--- src/rtl/adda_pkg.sv ---
// Shared types and default sizing for the J2 AD/DA streaming engine.
package adda_pkg;

  typedef enum logic [1:0] {
    MODE_PASS   = 2'd0,
    MODE_INVERT = 2'd1,
    MODE_RAMP   = 2'd2,
    MODE_HOLD   = 2'd3
  } mode_e;

  localparam int DEF_DATA_W  = 8;
  localparam int DEF_DIV_W   = 16;
  localparam int DEF_AVG_MAX = 3;

endpackage

--- src/rtl/adda_clkdiv.sv ---
// Conversion clock divider: complementary ADC/DAC clocks plus edge ticks.
module adda_clkdiv #(
  parameter int DIV_W = 16
) (
  input  logic             i_clk,
  input  logic             i_rst_n,
  input  logic             i_en,
  input  logic [DIV_W-1:0] i_div,
  output logic             o_ad_clk,
  output logic             o_da_clk,
  output logic             o_fall_tick,
  output logic             o_rise_tick
);

  logic [DIV_W-1:0] cnt;
  logic             wrap;

  assign wrap        = (cnt >= i_div);
  assign o_fall_tick = i_en & wrap & o_ad_clk;
  assign o_rise_tick = i_en & wrap & ~o_ad_clk;

  always_ff @(posedge i_clk or negedge i_rst_n) begin
    if (!i_rst_n) begin
      cnt      <= '0;
      o_ad_clk <= 1'b0;
      o_da_clk <= 1'b1;
    end else if (!i_en) begin
      cnt      <= '0;
      o_ad_clk <= 1'b0;
      o_da_clk <= 1'b1;
    end else if (wrap) begin
      cnt      <= '0;
      o_ad_clk <= ~o_ad_clk;
      // complement of the new ad_clk value, so both flip on the same edge
      o_da_clk <= o_ad_clk;
    end else begin
      cnt <= cnt + 1'b1;
    end
  end

endmodule

--- src/rtl/adda_stream.sv ---
// ADC capture with box-car averaging, feeding the DAC through a mode mux.
module adda_stream
  import adda_pkg::*;
#(
  parameter int DATA_W  = DEF_DATA_W,
  parameter int DIV_W   = DEF_DIV_W,
  parameter int AVG_MAX = DEF_AVG_MAX
) (
  input  logic                         i_clk,
  input  logic                         i_rst_n,
  input  logic                         i_en,
  input  logic [DIV_W-1:0]             i_div,
  input  logic [1:0]                   i_mode,
  input  logic [$clog2(AVG_MAX+1)-1:0] i_avg_log2,
  input  logic [DATA_W-1:0]            i_ad_data,
  output logic                         o_ad_clk,
  output logic                         o_da_clk,
  output logic [DATA_W-1:0]            o_da_data,
  output logic [DATA_W-1:0]            o_sample,
  output logic                         o_sample_valid
);

  localparam int ACC_W = DATA_W + AVG_MAX;
  localparam int CNT_W = (AVG_MAX > 0) ? AVG_MAX : 1;
  localparam int LOG_W = $clog2(AVG_MAX + 1);

  logic              fall_tick;
  logic              rise_tick;
  logic [ACC_W-1:0]  acc;
  logic [ACC_W-1:0]  sum;
  logic [CNT_W-1:0]  smp_cnt;
  logic [LOG_W-1:0]  n_lat;
  logic [LOG_W-1:0]  n_req;
  logic [LOG_W-1:0]  n_use;
  logic              last;
  logic [DATA_W-1:0] ramp;
  logic [DATA_W-1:0] da_next;
  logic              pending;

  adda_clkdiv #(.DIV_W(DIV_W)) u_clkdiv (
    .i_clk       (i_clk),
    .i_rst_n     (i_rst_n),
    .i_en        (i_en),
    .i_div       (i_div),
    .o_ad_clk    (o_ad_clk),
    .o_da_clk    (o_da_clk),
    .o_fall_tick (fall_tick),
    .o_rise_tick (rise_tick)
  );

  // Window size is taken live on the first sample, latched for the rest.
  assign n_req = (i_avg_log2 > LOG_W'(AVG_MAX)) ? LOG_W'(AVG_MAX) : i_avg_log2;
  assign n_use = (smp_cnt == '0) ? n_req : n_lat;
  assign sum   = acc + ACC_W'(i_ad_data);
  assign last  = (smp_cnt == CNT_W'((1 << n_use) - 1));

  always_comb begin
    da_next = o_da_data;
    case (mode_e'(i_mode))
      MODE_PASS:   da_next = o_sample;
      MODE_INVERT: da_next = ~o_sample;
      MODE_RAMP:   da_next = ramp;
      MODE_HOLD:   da_next = o_da_data;
      default:     da_next = o_da_data;
    endcase
  end

  always_ff @(posedge i_clk or negedge i_rst_n) begin
    if (!i_rst_n) begin
      acc            <= '0;
      smp_cnt        <= '0;
      n_lat          <= '0;
      ramp           <= '0;
      pending        <= 1'b0;
      o_sample       <= '0;
      o_sample_valid <= 1'b0;
      o_da_data      <= '0;
    end else if (!i_en) begin
      acc            <= '0;
      smp_cnt        <= '0;
      pending        <= 1'b0;
      o_sample_valid <= 1'b0;
    end else begin
      o_sample_valid <= 1'b0;
      if (fall_tick) begin
        if (smp_cnt == '0) n_lat <= n_req;
        if (last) begin
          o_sample       <= DATA_W'(sum >> n_use);
          o_sample_valid <= 1'b1;
          acc            <= '0;
          smp_cnt        <= '0;
          ramp           <= ramp + 1'b1;
          pending        <= 1'b1;
        end else begin
          acc     <= sum;
          smp_cnt <= smp_cnt + 1'b1;
        end
      end
      // DAC word moves only on rise ticks, half a period before the DAC latches it
      if (rise_tick && pending) begin
        pending   <= 1'b0;
        o_da_data <= da_next;
      end
    end
  end

endmodule

--- config.mk ---
export PLATFORM = sky130hd
export DESIGN_NAME = adda_stream
export DESIGN_NICKNAME = d
export VERILOG_FILES = /design/src/rtl/adda_pkg.sv /design/src/rtl/adda_clkdiv.sv /design/src/rtl/adda_stream.sv
export SDC_FILE = /design/constraint.sdc
export NUM_CORES = 1
export LEC_CHECK = 0
export ABC_AREA = 1
export CORE_MARGIN = 2
export CORE_UTILIZATION = 45
export DETAILED_ROUTE_END_ITERATION = 10
export PLACE_DENSITY = 0.67
export SLEW_MARGIN = 10
export SYNTH_ARGS = -nofsm -noshare
export SYNTH_HDL_FRONTEND = slang
export SYNTH_SLANG_ARGS = --single-unit
--- constraint.sdc ---
create_clock -name i_clk -period 3.44 [get_ports i_clk]
set_input_delay 0.344 -clock i_clk [delete_from_list [all_inputs] [get_ports i_clk]]
set_output_delay 0.344 -clock i_clk [all_outputs]
set_load 0.02 [all_outputs]
## Word level (Yosys, flattened, before mapping)

Cells that the tools add are included.

| operators by class | value |
|---|---|
| add/sub/neg operators | 5 |
| order comparisons | 2 |
| eq/ne operators | 8 |
| shift-type cells | 2 |
| multiplexer cells | 22 |
| bitwise operators | 6 |
| reduce and logical (&&, ||, !) cells | 7 |

Operator list:

| cell | count |
|---|---|
| $mux W11 | 3 |
| $mux W16 | 2 |
| $pmux W8 S3 | 1 |
| $add A16 B1 Y16 const B | 1 |
| $ge A16 B16 Y1 | 1 |
| $add A11 B8 Y11 | 1 |
| $mux W1 | 11 |
| $shr A11 B2 Y8 | 1 |
| $mux W3 | 3 |
| $add A8 B1 Y8 const B | 1 |
| $not A8 Y8 | 1 |
| $ne A3 B1 Y1 const B | 2 |
| $reduce_and A3 Y1 | 2 |
| $eq A2 B2 Y1 const B | 2 |
| $mux W2 | 2 |
| $ne A2 B1 Y1 const B | 2 |
| $reduce_and A2 Y1 | 2 |
| $add A3 B1 Y3 const B | 1 |
| $and A1 B1 Y1 | 3 |
| $eq A3 B3 Y1 | 1 |
| $logic_not A3 Y1 | 1 |
| $shl A1 B2 Y3 const A | 1 |
| $sub A3 B2 Y3 const B | 1 |
| $eq A2 B1 Y1 const B | 1 |
| other kinds (4) | 5 |

| storage, ports and cells | value |
|---|---|
| bits in registers | 60 |

## Longest topological paths before layout

| logic depth | value |
|---|---|
| word-level depth | 10 |
| gate-level depth with buffers | 17 |
| depth with buffers taken out | 16 |

## Hierarchy

From an unflattened synthesis, not the netlist that was laid out.

| unflattened totals | value |
|---|---|
| cells, all modules | 555 |
| area total of the unflattened synthesis | 4149.0 um^2 |

By module, submodules not included:

| module | instances | cells each | area an instance (um^2) | seq. area each (um^2) |
|---|---|---|---|---|
| adda_stream | 1 | 386 | 2819.0 | 1051.0 |
| adda_clkdiv | 1 | 169 | 1330.0 | 451.7 |

## Worst setup path before layout

OpenSTA, ideal clock, no wires.

| timing | value |
|---|---|
| path type | register -> register |
| start point | register u_clkdiv.cnt[10] |
| end point | register o_da_data[0] |
| arrival time | 1.801 ns |
| data required time | 3.323 ns |
| slack | 1.522 ns |
| stages on the path, launching flop included | 12 |
| buffers on the path | 0 |
| cell sequence | dfrtp_1 ha_1 nand2_1 o21bai_1 a21oi_1 nor2_1 nand2_1 inv_1 nor2_4 nand2_1 nand2_1 nand2_1 |

| on the way | value |
|---|---|
| longest elaborated chain between the ends | 5 |

Ends and longest elaborated chain:

| item | line | text |
|---|---|---|
| start, declared | adda_clkdiv.sv:15 | `logic [DIV_W-1:0] cnt;` |
| start signal, assigned | adda_clkdiv.sv:37 | `cnt <= cnt + 1'b1;` |
| $ge A16 B16 Y1 | adda_clkdiv.sv:18 | `assign wrap = (cnt >= i_div);` |
| $and A1 B1 Y1 (2 in series) | adda_clkdiv.sv:20 | `assign o_rise_tick = i_en & wrap & ~o_ad_clk;` |
| $logic_and A1 B1 Y1 | adda_stream.sv:100 | `if (rise_tick && pending) begin` |
| $reduce_and A3 Y1 (no line) | - |  |
| end signal, assigned | adda_stream.sv:102 | `o_da_data <= da_next;` |
| end, declared | adda_stream.sv:18 | `output logic [DATA_W-1:0] o_da_data,` |

Every way passes these cells.
A chain may end at the register's enable or synchronous reset.

## Worst setup path in the final report

| timing | value |
|---|---|
| start point | input port i_div[15] |
| end point | register acc[10] |

| on the way | value |
|---|---|
| longest elaborated chain between the ends | 4 |

Ends and longest elaborated chain:

| item | line | text |
|---|---|---|
| start, declared | adda_stream.sv:12 | `input logic [DIV_W-1:0] i_div,` |
| $ge A16 B16 Y1 | adda_clkdiv.sv:18 |  |
| $and A1 B1 Y1 (2 in series) | adda_clkdiv.sv:19 | `assign o_fall_tick = i_en & wrap & o_ad_clk;` |
| $ne A2 B1 Y1 (no line) | - |  |
| end signal, assigned | adda_stream.sv:95 | `acc <= sum;` |
| end, declared | adda_stream.sv:29 | `logic [ACC_W-1:0] acc;` |

Every way passes these cells.

==> impl_metrics.env <==
export IMPL_fin_crit_ns=2.44
export IMPL_place_congestion=0.861
export IMPL_wl_per_cell_microns=12.4
export IMPL_max_slew_worst_pin_slew_ns=0.867
export IMPL_synth_area_per_cell_sq_um=7.12
export IMPL_final_period_utilization=0.709
export IMPL_max_freq_ghz=0.410
export IMPL_antenna_found_initial=0
export IMPL_dp_hpwl_mm=7.23
export IMPL_stdcell_count=745
export IMPL_drcViolationCount=0
export IMPL_timing_slew_headroom=0.422
export IMPL_grt_pass1_vias=3524
export IMPL_synthesis_area_sq_um=4140
export IMPL_drt_iter0_drc=114
export IMPL_synth_cell_types=34
export IMPL_hp_class="in -> async"
export IMPL_leakagePower_nw=2.57
export IMPL_rsz0062_at_grt="no"
export IMPL_r2r_setup_slack_ns=1.02
export IMPL_row_count=34
export IMPL_cts_hold_buf=0
export IMPL_ant_nets=0
export IMPL_worst_skew_pair_late_latency_ns=0.33
export IMPL_htreeDepth=3
export IMPL_drive_above_1_share=0.0518
export IMPL_synth_edf_count=0
export IMPL_fp_coreArea_sq_um=8810
export IMPL_routed_wl_mm=9.27
export IMPL_vias=3760
export IMPL_fin_area_sq_um=4880
export IMPL_cts_sinks=60
export IMPL_fin_nets=696
export IMPL_end_kind="flip-flop"
export IMPL_clk_pin_slew_ns=0.07
export IMPL_cts_buffer_depth=2
export IMPL_drv_cap=0
export IMPL_peakVddDrop_mv=0.247
export IMPL_portBuffers=49
export IMPL_hold_viol=0
export IMPL_n_antenna_cell=0
export IMPL_synth_top_area_frac=0.357
export IMPL_required_ns=3.66
export IMPL_cts_tree="yes"
export IMPL_overflow=0
export IMPL_powerDensity_nw_per_um2=357
export IMPL_hold_ws_ns=0.116
export IMPL_ys_seq_area_frac=0.363
export IMPL_die_width_microns=99.9
export IMPL_fin_setup_tns_ns=0
export IMPL_routed_via_density=5.05
export IMPL_synth_async_reset_ratio=1.00
export IMPL_cts_resized=0
export IMPL_start_util=0.470
export IMPL_areaGrowthSynthToFinish_pct=18.0
export IMPL_crit_type="in -> reg"
export IMPL_crit_arrival_ns=2.66
export IMPL_path_max_fanout=14
export IMPL_grt_pass1_wl_mm=16.0
export IMPL_worstRegToRegCells=11
export IMPL_synth_flop_cell="dfrtp_1"
export IMPL_cts_buffers=9
export IMPL_grt_max_degree=39
export IMPL_status="complete, no violations"
export IMPL_synth_seq_cells=60
export IMPL_die_y_microns=99.9
export IMPL_yosys_top_cells_count="nand2_1 (215), inv_1 (69), dfrtp_1 (59)"
export IMPL_syn_num_nets=644
export IMPL_synthMostInstantiatedCell="nand2_1"
export IMPL_placed_cell_area_sq_um=4700
export IMPL_die_area_sq_um=9980
export IMPL_synth_top_area_cell="dfrtp_1"
export IMPL_slew_violations=0
export IMPL_synth_area_top_cells="dfrtp_1 (36%), nand2_1 (20%), ha_1 (9.4%), nand3_1 (7.0%), inv_1 (6.3%)"
export IMPL_boundaryPins=50
export IMPL_postCtsSetupBuffers=0
export IMPL_yosys_warnings=0
export IMPL_r2r_end="acc[10]$_DFFE_PN0P_"
export IMPL_r2r_start="u_clkdiv.cnt[10]$_DFF_PN0_"
export IMPL_finalSetupViolations=0
export IMPL_root_buffer="clkbuf_8"
export IMPL_worst_clock_skew_ns=0.0129
export IMPL_dr_pass1_iters=8
export IMPL_syn_inst=581
export IMPL_track_usage=0.198
export IMPL_dp_cells=730
export IMPL_critPathLaunchType="primary input"
## worst max-delay path, stage by stage
cell	delay [ns]
clkdlybuf4s50_1	0.45
inv_1	0.04
ha_1	0.30
nand4_1	0.13
nor3_1	0.19
nand2_1	0.08
nand2_1	0.18
nand2_1	0.11
nand2_1	0.31
inv_1	0.32
nand2_1	0.14
nand2_1	0.06
## layout by cell type (no fill, tap or decap), drive strengths merged, types with 2 or more instances in the layout
cell and count:
nand2 222, inv 72, dfrtp 59, nand3 59, clkdlybuf4s50 48, nor2 42
ha 31, a21oi 21, o21ai 16, clkbuf 13, xor2 10, nor3 9
nand4 8, xnor2 6, nor3b 4, buf 3, o21bai 2, nor4 2
clkinv 2
## layout make-up
| class | count | area (sq um) |
|---|---|---|
| Multi-Input combinational cell | 438 | 2280 |
| Fill cell | 858 | 3920 |
| Tap cell | 108 | 135 |
| Inverter | 73 | 277 |
| Clock inverter | 2 | 35.0 |
| Timing Repair Buffer | 51 | 500 |
| Clock buffer | 13 | 149 |
| Sequential cell | 60 | 1500 |
## cell families after synthesis
family	count (synthesis)	synth area share
XOR/XNOR	16	0.0339
AO/OA/AOI/OAI	41	0.0517
buffers and inverters	83	0.0847
flip-flops	60	0.363
adder cells (fa/ha/maj)	32	0.0986
AND/OR/NAND/NOR	349	0.368
## flip-flops by register name, summed over array words and instances, names as in the netlist
name,cells
smp_cnt,3
u_clkdiv.o_da_clk,1
acc,11
o_da_data,8
pending,1
ramp,8
u_clkdiv.cnt,16
u_clkdiv.o_ad_clk,1
o_sample,8
n_lat,2
o_sample_valid,1
## metal layers
layer / GRT usage / part of all wire / vias up
met3: 0.0334 / 0.034 / 7
met4: 0.0548 / 0.0073 / 0
li1: - / - / 1949
met2: 0.339 / 0.48 / 84
met5: 0 / 0 / -
met1: 0.259 / 0.48 / 1720
## worst max path at each step
stage                               startpoint                  endpoint  slack, ns  cells past startpoint
floorplan           u_clkdiv.cnt[10]$_DFF_PN0_  o_da_data[0]$_DFFE_PN0P_       1.52                     11
global placement                     i_div[15]        acc[8]$_DFFE_PN0P_       0.76                     12
detailed placement                   i_div[15]       acc[10]$_DFFE_PN0P_       0.64                     12
CTS                                  i_div[15]        acc[1]$_DFFE_PN0P_        1.0                     12
global route                          i_div[7]        acc[3]$_DFFE_PN0P_       0.76                     15
finish                               i_div[15]       acc[10]$_DFFE_PN0P_        1.0                     12
## metrics by stage
stage	worst slack (ns)	total power [mW]	utilization
5_1_grt	0.763	1.84	0.554
6_report	1.00	1.74	0.554
3_5_place_dp	0.637	1.14	0.534
2_1_floorplan	1.52	1.01	-
4_1_cts	1.00	1.75	0.554
3_3_place_gp	0.761	1.13	0.534
## power by group
group / leakage (nW) / internal, mW / switching [mW] / total, mW
Combinational: 1.65 / 0.141 / 0.235 / 0.376
Clock: 0.0935 / 0.350 / 0.262 / 0.613
Sequential: 0.827 / 0.728 / 0.0241 / 0.752
Power figures use the tool's default switching activity.
